$ cat config.mk
export PLATFORM = sky130hd
export DESIGN_NAME = render_scheduler
export DESIGN_NICKNAME = d
export VERILOG_FILES = /design/src/rtl/render_scheduler.sv
export SDC_FILE = /design/constraint.sdc
export NUM_CORES = 1
export LEC_CHECK = 0
export ABC_AREA = 1
export CAP_MARGIN = 30
export CORE_MARGIN = 2
export CORE_UTILIZATION = 50
export DETAILED_ROUTE_END_ITERATION = 8
export GPL_ROUTABILITY_DRIVEN = 0
export GPL_TIMING_DRIVEN = 0
export PLACE_DENSITY_LB_ADDON = 0.05
export SLEW_MARGIN = 5
export SYNTH_ARGS = -nofsm -noshare
export SYNTH_HDL_FRONTEND = slang
export SYNTH_SLANG_ARGS = --single-unit
$ cat constraint.sdc
create_clock -name i_clk -period 4.8 [get_ports i_clk]
set_input_delay 0.72 -clock i_clk [delete_from_list [all_inputs] [get_ports i_clk]]
set_output_delay 0.72 -clock i_clk [all_outputs]
set_load 0.01 [all_outputs]
$ cat src/rtl/render_scheduler.sv
// render_scheduler: per-pixel layer select (fill / maze tile / sprite) for the
// colour path. Three-stage pipeline; character slots swap in at frame start.
module render_scheduler #(
   parameter int NUM_CHARS = 5,
   parameter int H_TILES   = 28,
   parameter int V_TILES   = 36
) (
   input  logic       i_clk,
   input  logic       i_rst_n,
   input  logic       i_pix_valid,
   input  logic [9:0] i_pix_x,
   input  logic [9:0] i_pix_y,
   input  logic       i_frame_start,
   input  logic       i_char_wr,
   input  logic [2:0] i_char_idx,
   input  logic       i_char_en,
   input  logic [9:0] i_char_x,
   input  logic [9:0] i_char_y,
   input  logic [7:0] i_char_sprite,
   output logic [9:0] o_map_addr,
   input  logic [7:0] i_map_tile,
   output logic       o_pix_valid,
   output logic [1:0] o_mem_select,
   output logic [7:0] o_address_map,
   output logic [7:0] o_address_char,
   output logic [5:0] o_tile_offset,
   output logic [5:0] o_char_offset
);

   localparam logic [10:0] X_LIM = 11'(8 * H_TILES);
   localparam logic [10:0] Y_LIM = 11'(8 * V_TILES);
   localparam logic [3:0]  N_LIM = 4'(NUM_CHARS);

   logic       sh_en  [NUM_CHARS];
   logic [9:0] sh_x   [NUM_CHARS];
   logic [9:0] sh_y   [NUM_CHARS];
   logic [7:0] sh_spr [NUM_CHARS];
   logic       ac_en  [NUM_CHARS];
   logic [9:0] ac_x   [NUM_CHARS];
   logic [9:0] ac_y   [NUM_CHARS];
   logic [7:0] ac_spr [NUM_CHARS];

   logic wr_ok;
   assign wr_ok = i_char_wr && ({1'b0, i_char_idx} < N_LIM);

   // A write landing on the frame-start cycle is forwarded into the active copy.
   always_ff @(posedge i_clk or negedge i_rst_n) begin
      if (!i_rst_n) begin
         for (int i = 0; i < NUM_CHARS; i++) begin
            sh_en[i]  <= 1'b0;
            sh_x[i]   <= '0;
            sh_y[i]   <= '0;
            sh_spr[i] <= '0;
            ac_en[i]  <= 1'b0;
            ac_x[i]   <= '0;
            ac_y[i]   <= '0;
            ac_spr[i] <= '0;
         end
      end else begin
         for (int i = 0; i < NUM_CHARS; i++) begin
            if (wr_ok && i_char_idx == 3'(i)) begin
               sh_en[i]  <= i_char_en;
               sh_x[i]   <= i_char_x;
               sh_y[i]   <= i_char_y;
               sh_spr[i] <= i_char_sprite;
            end
            if (i_frame_start) begin
               if (wr_ok && i_char_idx == 3'(i)) begin
                  ac_en[i]  <= i_char_en;
                  ac_x[i]   <= i_char_x;
                  ac_y[i]   <= i_char_y;
                  ac_spr[i] <= i_char_sprite;
               end else begin
                  ac_en[i]  <= sh_en[i];
                  ac_x[i]   <= sh_x[i];
                  ac_y[i]   <= sh_y[i];
                  ac_spr[i] <= sh_spr[i];
               end
            end
         end
      end
   end

   logic [9:0] addr_c;
   logic       in_field_c;
   logic       hit_c;
   logic [7:0] spr_c;
   logic [5:0] coff_c;

   assign addr_c = 10'(i_pix_y[9:3]) * 10'(H_TILES) + 10'(i_pix_x[9:3]);
   assign in_field_c = ({1'b0, i_pix_x} < X_LIM) && ({1'b0, i_pix_y} < Y_LIM);

   // Descending scan so the lowest-index hit is the one left standing.
   always_comb begin
      hit_c  = 1'b0;
      spr_c  = '0;
      coff_c = '0;
      for (int i = NUM_CHARS - 1; i >= 0; i--) begin
         if (ac_en[i]
             && {1'b0, i_pix_x} >= {1'b0, ac_x[i]}
             && {1'b0, i_pix_x} <  {1'b0, ac_x[i]} + 11'd8
             && {1'b0, i_pix_y} >= {1'b0, ac_y[i]}
             && {1'b0, i_pix_y} <  {1'b0, ac_y[i]} + 11'd8) begin
            hit_c  = 1'b1;
            spr_c  = ac_spr[i];
            coff_c = {i_pix_y[2:0] - ac_y[i][2:0],
                      i_pix_x[2:0] - ac_x[i][2:0]};
         end
      end
   end

   logic       s1_valid, s1_in, s1_hit;
   logic [7:0] s1_spr;
   logic [5:0] s1_coff, s1_toff;
   logic       s2_valid, s2_in, s2_hit;
   logic [7:0] s2_spr;
   logic [5:0] s2_coff, s2_toff;

   always_ff @(posedge i_clk or negedge i_rst_n) begin
      if (!i_rst_n) begin
         o_map_addr <= '0;
         s1_valid   <= 1'b0;
         s1_in      <= 1'b0;
         s1_hit     <= 1'b0;
         s1_spr     <= '0;
         s1_coff    <= '0;
         s1_toff    <= '0;
         s2_valid   <= 1'b0;
         s2_in      <= 1'b0;
         s2_hit     <= 1'b0;
         s2_spr     <= '0;
         s2_coff    <= '0;
         s2_toff    <= '0;
      end else begin
         if (i_pix_valid && in_field_c)
            o_map_addr <= addr_c;
         s1_valid <= i_pix_valid;
         s1_in    <= in_field_c;
         s1_hit   <= hit_c;
         s1_spr   <= spr_c;
         s1_coff  <= coff_c;
         s1_toff  <= {i_pix_y[2:0], i_pix_x[2:0]};
         s2_valid <= s1_valid;
         s2_in    <= s1_in;
         s2_hit   <= s1_hit;
         s2_spr   <= s1_spr;
         s2_coff  <= s1_coff;
         s2_toff  <= s1_toff;
      end
   end

   always_ff @(posedge i_clk or negedge i_rst_n) begin
      if (!i_rst_n) begin
         o_pix_valid    <= 1'b0;
         o_mem_select   <= 2'b00;
         o_address_map  <= '0;
         o_address_char <= '0;
         o_tile_offset  <= '0;
         o_char_offset  <= '0;
      end else begin
         o_pix_valid    <= s2_valid;
         o_mem_select   <= 2'b00;
         o_address_map  <= '0;
         o_address_char <= '0;
         o_tile_offset  <= '0;
         o_char_offset  <= '0;
         if (s2_valid && s2_in) begin
            o_mem_select  <= s2_hit ? 2'b11 : 2'b01;
            o_address_map <= i_map_tile;
            o_tile_offset <= s2_toff;
            if (s2_hit) begin
               o_address_char <= s2_spr;
               o_char_offset  <= s2_coff;
            end
         end
      end
   end

endmodule

==> run summary <==
The flow ran to the end, and the final reports show no timing, DRC or antenna violations. The class of the most critical setup path is in -> reg. 106 I/O pins were placed.

The path class of the tightest hold or removal check is in -> async. The clock passes through at most 3 buffers. The Yosys step of the flow raised 0 warnings. The count of nets left with antenna violations once routing finished came out at 0. The synthesized net count is 2,535. The core utilization of the finished layout is 0.589.

The signed area change from the synthesized netlist to the final layout came out at 16.2%. For this run, the register share of the synthesized area comes to 0.468. The power per unit of standard cell area is 415 nW/um^2. Using the TritonRoute via totals, the vias-per-cell ratio works out to 5.40. The number of hold buffers added after CTS is 0.

After synthesis, the share of flip-flops with an asynchronous set or reset is 1.00. The clock buffer count from CTS came out at 41. The clock drives 377 sinks.

The largest single stage delay on the critical path is 0.94 ns. In the synthesized netlist, the number of instances is 2,259. The HPWL after detailed placement is 41.7 mm. The region available for standard cell placement spans 39,700 sq um.

The critical path data required time is 5.23 ns. The most common cell after layout, fill and taps aside is nand2_1. The final setup violation count came out at 0. The number of port buffers came out at 104. Yosys mapped a number of flops with a built-in enable equal to 0. The endpoint class of the critical path is a register. The detailed-router iteration count before antenna repair is 6. The worst pin sits at a relative slew slack of 0.340. Counting flops and latches in the post-synthesis netlist gives 377. CTS placed an instance of clkbuf_16 at the clock tree root.

The netlist area before placement is 20,100 sq um. The worst ir drop on vdd came out at 0.274 mV. Dividing the detail-routed wire length by the instance count gives 19.5 microns. The synthesized area divided by synthesized cell count is 8.92 sq um.

The worst-margin pin slew is 0.987 ns. The post-CTS clock slew at the launch and capture registers of the worst setup and hold paths came out at 0.06 ns. The detailed router placed 16,037 vias in this run. The final-report max-slew violation count came out at 0. The starting utilization of the core area is 0.507. Setup repair after global routing left no endpoint under its margin. The number of global-route vias before repair is 15,995. The die extent in x came out at 205 microns.

The overall routing resource usage is 0.286. STA classifies the critical path startpoint as an input pin. The top cell type's share of synthesized area came out at 0.468. In the final layout, the share of cells above drive strength 1 is 0.0663. The worst-path maximum fanout came out at 13. The area of the die came out at 41,900 sq um. The global-route wire length before repair is 90.1 mm. The level count of the clock H-tree is 2.

The number of antenna violations at the first check in global routing is 0. The layout net count came out at 2,690. The clock period minus worst slack is 3.91 ns. Sorting the synthesized cells by area gives the leading types as dfrtp_1 47%, ha_1 12%, nand2_1 11%, o21ai_0 6.9%, inv_1 4.5%. The count of antenna diodes in the layout came out at 0. The critical path goes through clkdlybuf4s50_1 -> fa_1 -> ha_1 -> fa_1 -> ha_1 -> nand2_1 -> inv_1 -> or2_2 -> a21oi_1 -> nor2_1 -> nand2_1 -> xor2_1 -> o21ai_0. The standard cell with the maximum stage delay on the critical path is clkdlybuf4s50_1.

The top cell types in the final layout, fill and taps aside, are 576 x nand2_1, 377 x dfrtp_1, 279 x o21ai_0. From bottom edge to top edge, the die measures 205 microns. The final hold violation count came out at 0. The remaining design rule violation count came out at 0. After clock tree synthesis, the setup repair step added 0 buffers.

The number of different library cells in the post-synthesis netlist came out at 45. For the worst-skew pair, the clock arrives at the later sink with an insertion delay of 0.56 ns. Summed over all instances, the cell type with the most area after synthesis is dfrtp_1. The max-capacitance violation count is 0. On the final layout, the worst hold slack is 0.202 ns.

The highest attainable clock frequency came out at 0.256 GHz. The leakage dissipation came out at 11.5 nW. The count of routing violations after the opening detailed-route iteration came out at 1,112. Once the clock tree was built, the resizer swapped 0 gates to a different size. The worst endpoint data arrival time came out at 4.34 ns. The CTS tree is yes. The final layout contains routed wiring with a total length of 57.9 mm.

Global routing finished with a remaining overflow of 0. The largest net degree at the start of global routing came out at 112. The share of the clock period used by the worst path after layout is 0.815. The final clock skew came out at 0.00946 ns. The most frequently used flop master after synthesis is dfrtp_1. The number of filler instances in the final layout is 3,585. In this run the core area contains 73 standard-cell rows.
critical path: cells and delay by family:
| kind | cells | cell delay [ns] |
|---|---|---|
| adder cells (fa/ha/maj) | 4 | 1.70 |
| buffers and inverters | 2 | 0.98 |
| AND/OR/NAND/NOR | 4 | 0.47 |
| AO/OA/AOI/OAI | 2 | 0.28 |
| XOR/XNOR | 1 | 0.17 |
registers in the layout (all words and copies together) (netlist names), 8 cells and up:
name / cells
s2_spr: 8
o_map_addr: 10
ac_spr: 40
sh_spr: 40
s1_spr: 8
sh_x: 50
ac_y: 50
sh_y: 50
o_address_char: 8
ac_x: 50
o_address_map: 8
kinds of logic after synthesis:
kind of cell / Yosys count / share of synthesized area
flops: 377 / 0.468
mux: 40 / 0.0224
fa+ha+maj: 211 / 0.138
compound gates: 385 / 0.0996
xor+xnor: 68 / 0.0296
simple gates: 853 / 0.180
buf+inv: 325 / 0.0628
through the flow:
stage | std cells | cell area (sq um) | setup WS, ns | TNS (ns) | power [mW]
2_1_floorplan | 2259 | 20100 | 1.69 | 0 | 5.58
3_3_place_gp | 2888 | 21800 | -13.58 | -5096.98 | 6.38
3_5_place_dp | 2894 | 22000 | 0.276 | 0 | 6.47
4_1_cts | 2967 | 23400 | 0.856 | 0 | 9.74
5_1_grt | 2969 | 23400 | 0.635 | 0 | 10.3
6_report | 2969 | 23400 | 0.890 | 0 | 9.71
cell usage after synthesis, drive strengths merged (4+ instances only):
master   number
nand3b       16
mux2         40
a21oi        76
xnor2        17
or2           5
fa           18
dfrtp       377
a211oi        4
clkbuf       60
nor3         20
o2111ai       4
nand2       579
inv         251
o21ai       282
o21a         11
nor3b         7
nand3        72
nor2        117
buf          14
nand4        35
ha          193
xor2         51
power breakdown:
group,leakage (nW),switching [mW],internal [mW]
Combinational,5.94,1.49,0.955
Clock,0.683,1.32,1.95
Sequential,4.83,0.271,3.73
Total,11.5,3.08,6.63
cell type report:
class                   instances  area (sq um)  share of cell area
plain buffers                  74           323              0.0138
clock buffers                  57          1190              0.0508
clock inverters                16           190             0.00812
inverters                     251           942              0.0402
multi-input cells            1557          9450               0.403
flip-flops and latches        377          9430               0.403
well taps                     525           657              0.0281
repair buffers                112          1230              0.0527
metal layers:
metal | vias up | GRT usage | part of all wire
met5 | - | 0 | 0
met4 | 0 | 0.111 | 0.041
met3 | 128 | 0.0546 | 0.066
met2 | 460 | 0.448 | 0.45
met1 | 7767 | 0.394 | 0.45
li1 | 7682 | - | -
path summary, 6_finish.rpt:
check                                          start                         to  slack [ns]  cells after the start
worst max-delay path                      i_pix_y[3]  o_map_addr[9]$_DFFE_PN0P_        0.89                     13
worst min-delay path                         i_rst_n  o_map_addr[7]$_DFFE_PN0P_        0.20                      2
worst max register to register   ac_x[3]$_DFFE_PN0P_       s1_coff[4]$_DFF_PN0_        1.61                     19
worst min register to register  s1_toff[2]$_DFF_PN0_       s2_toff[2]$_DFF_PN0_        0.35                      0
max in group asynchronous                    i_rst_n       sh_spr[27]$_DFF_PN0_        3.30                      4
min in group i_clk              s1_toff[2]$_DFF_PN0_       s2_toff[2]$_DFF_PN0_        0.35                      0
No activity file was read; power rests on OpenSTA's default activity.
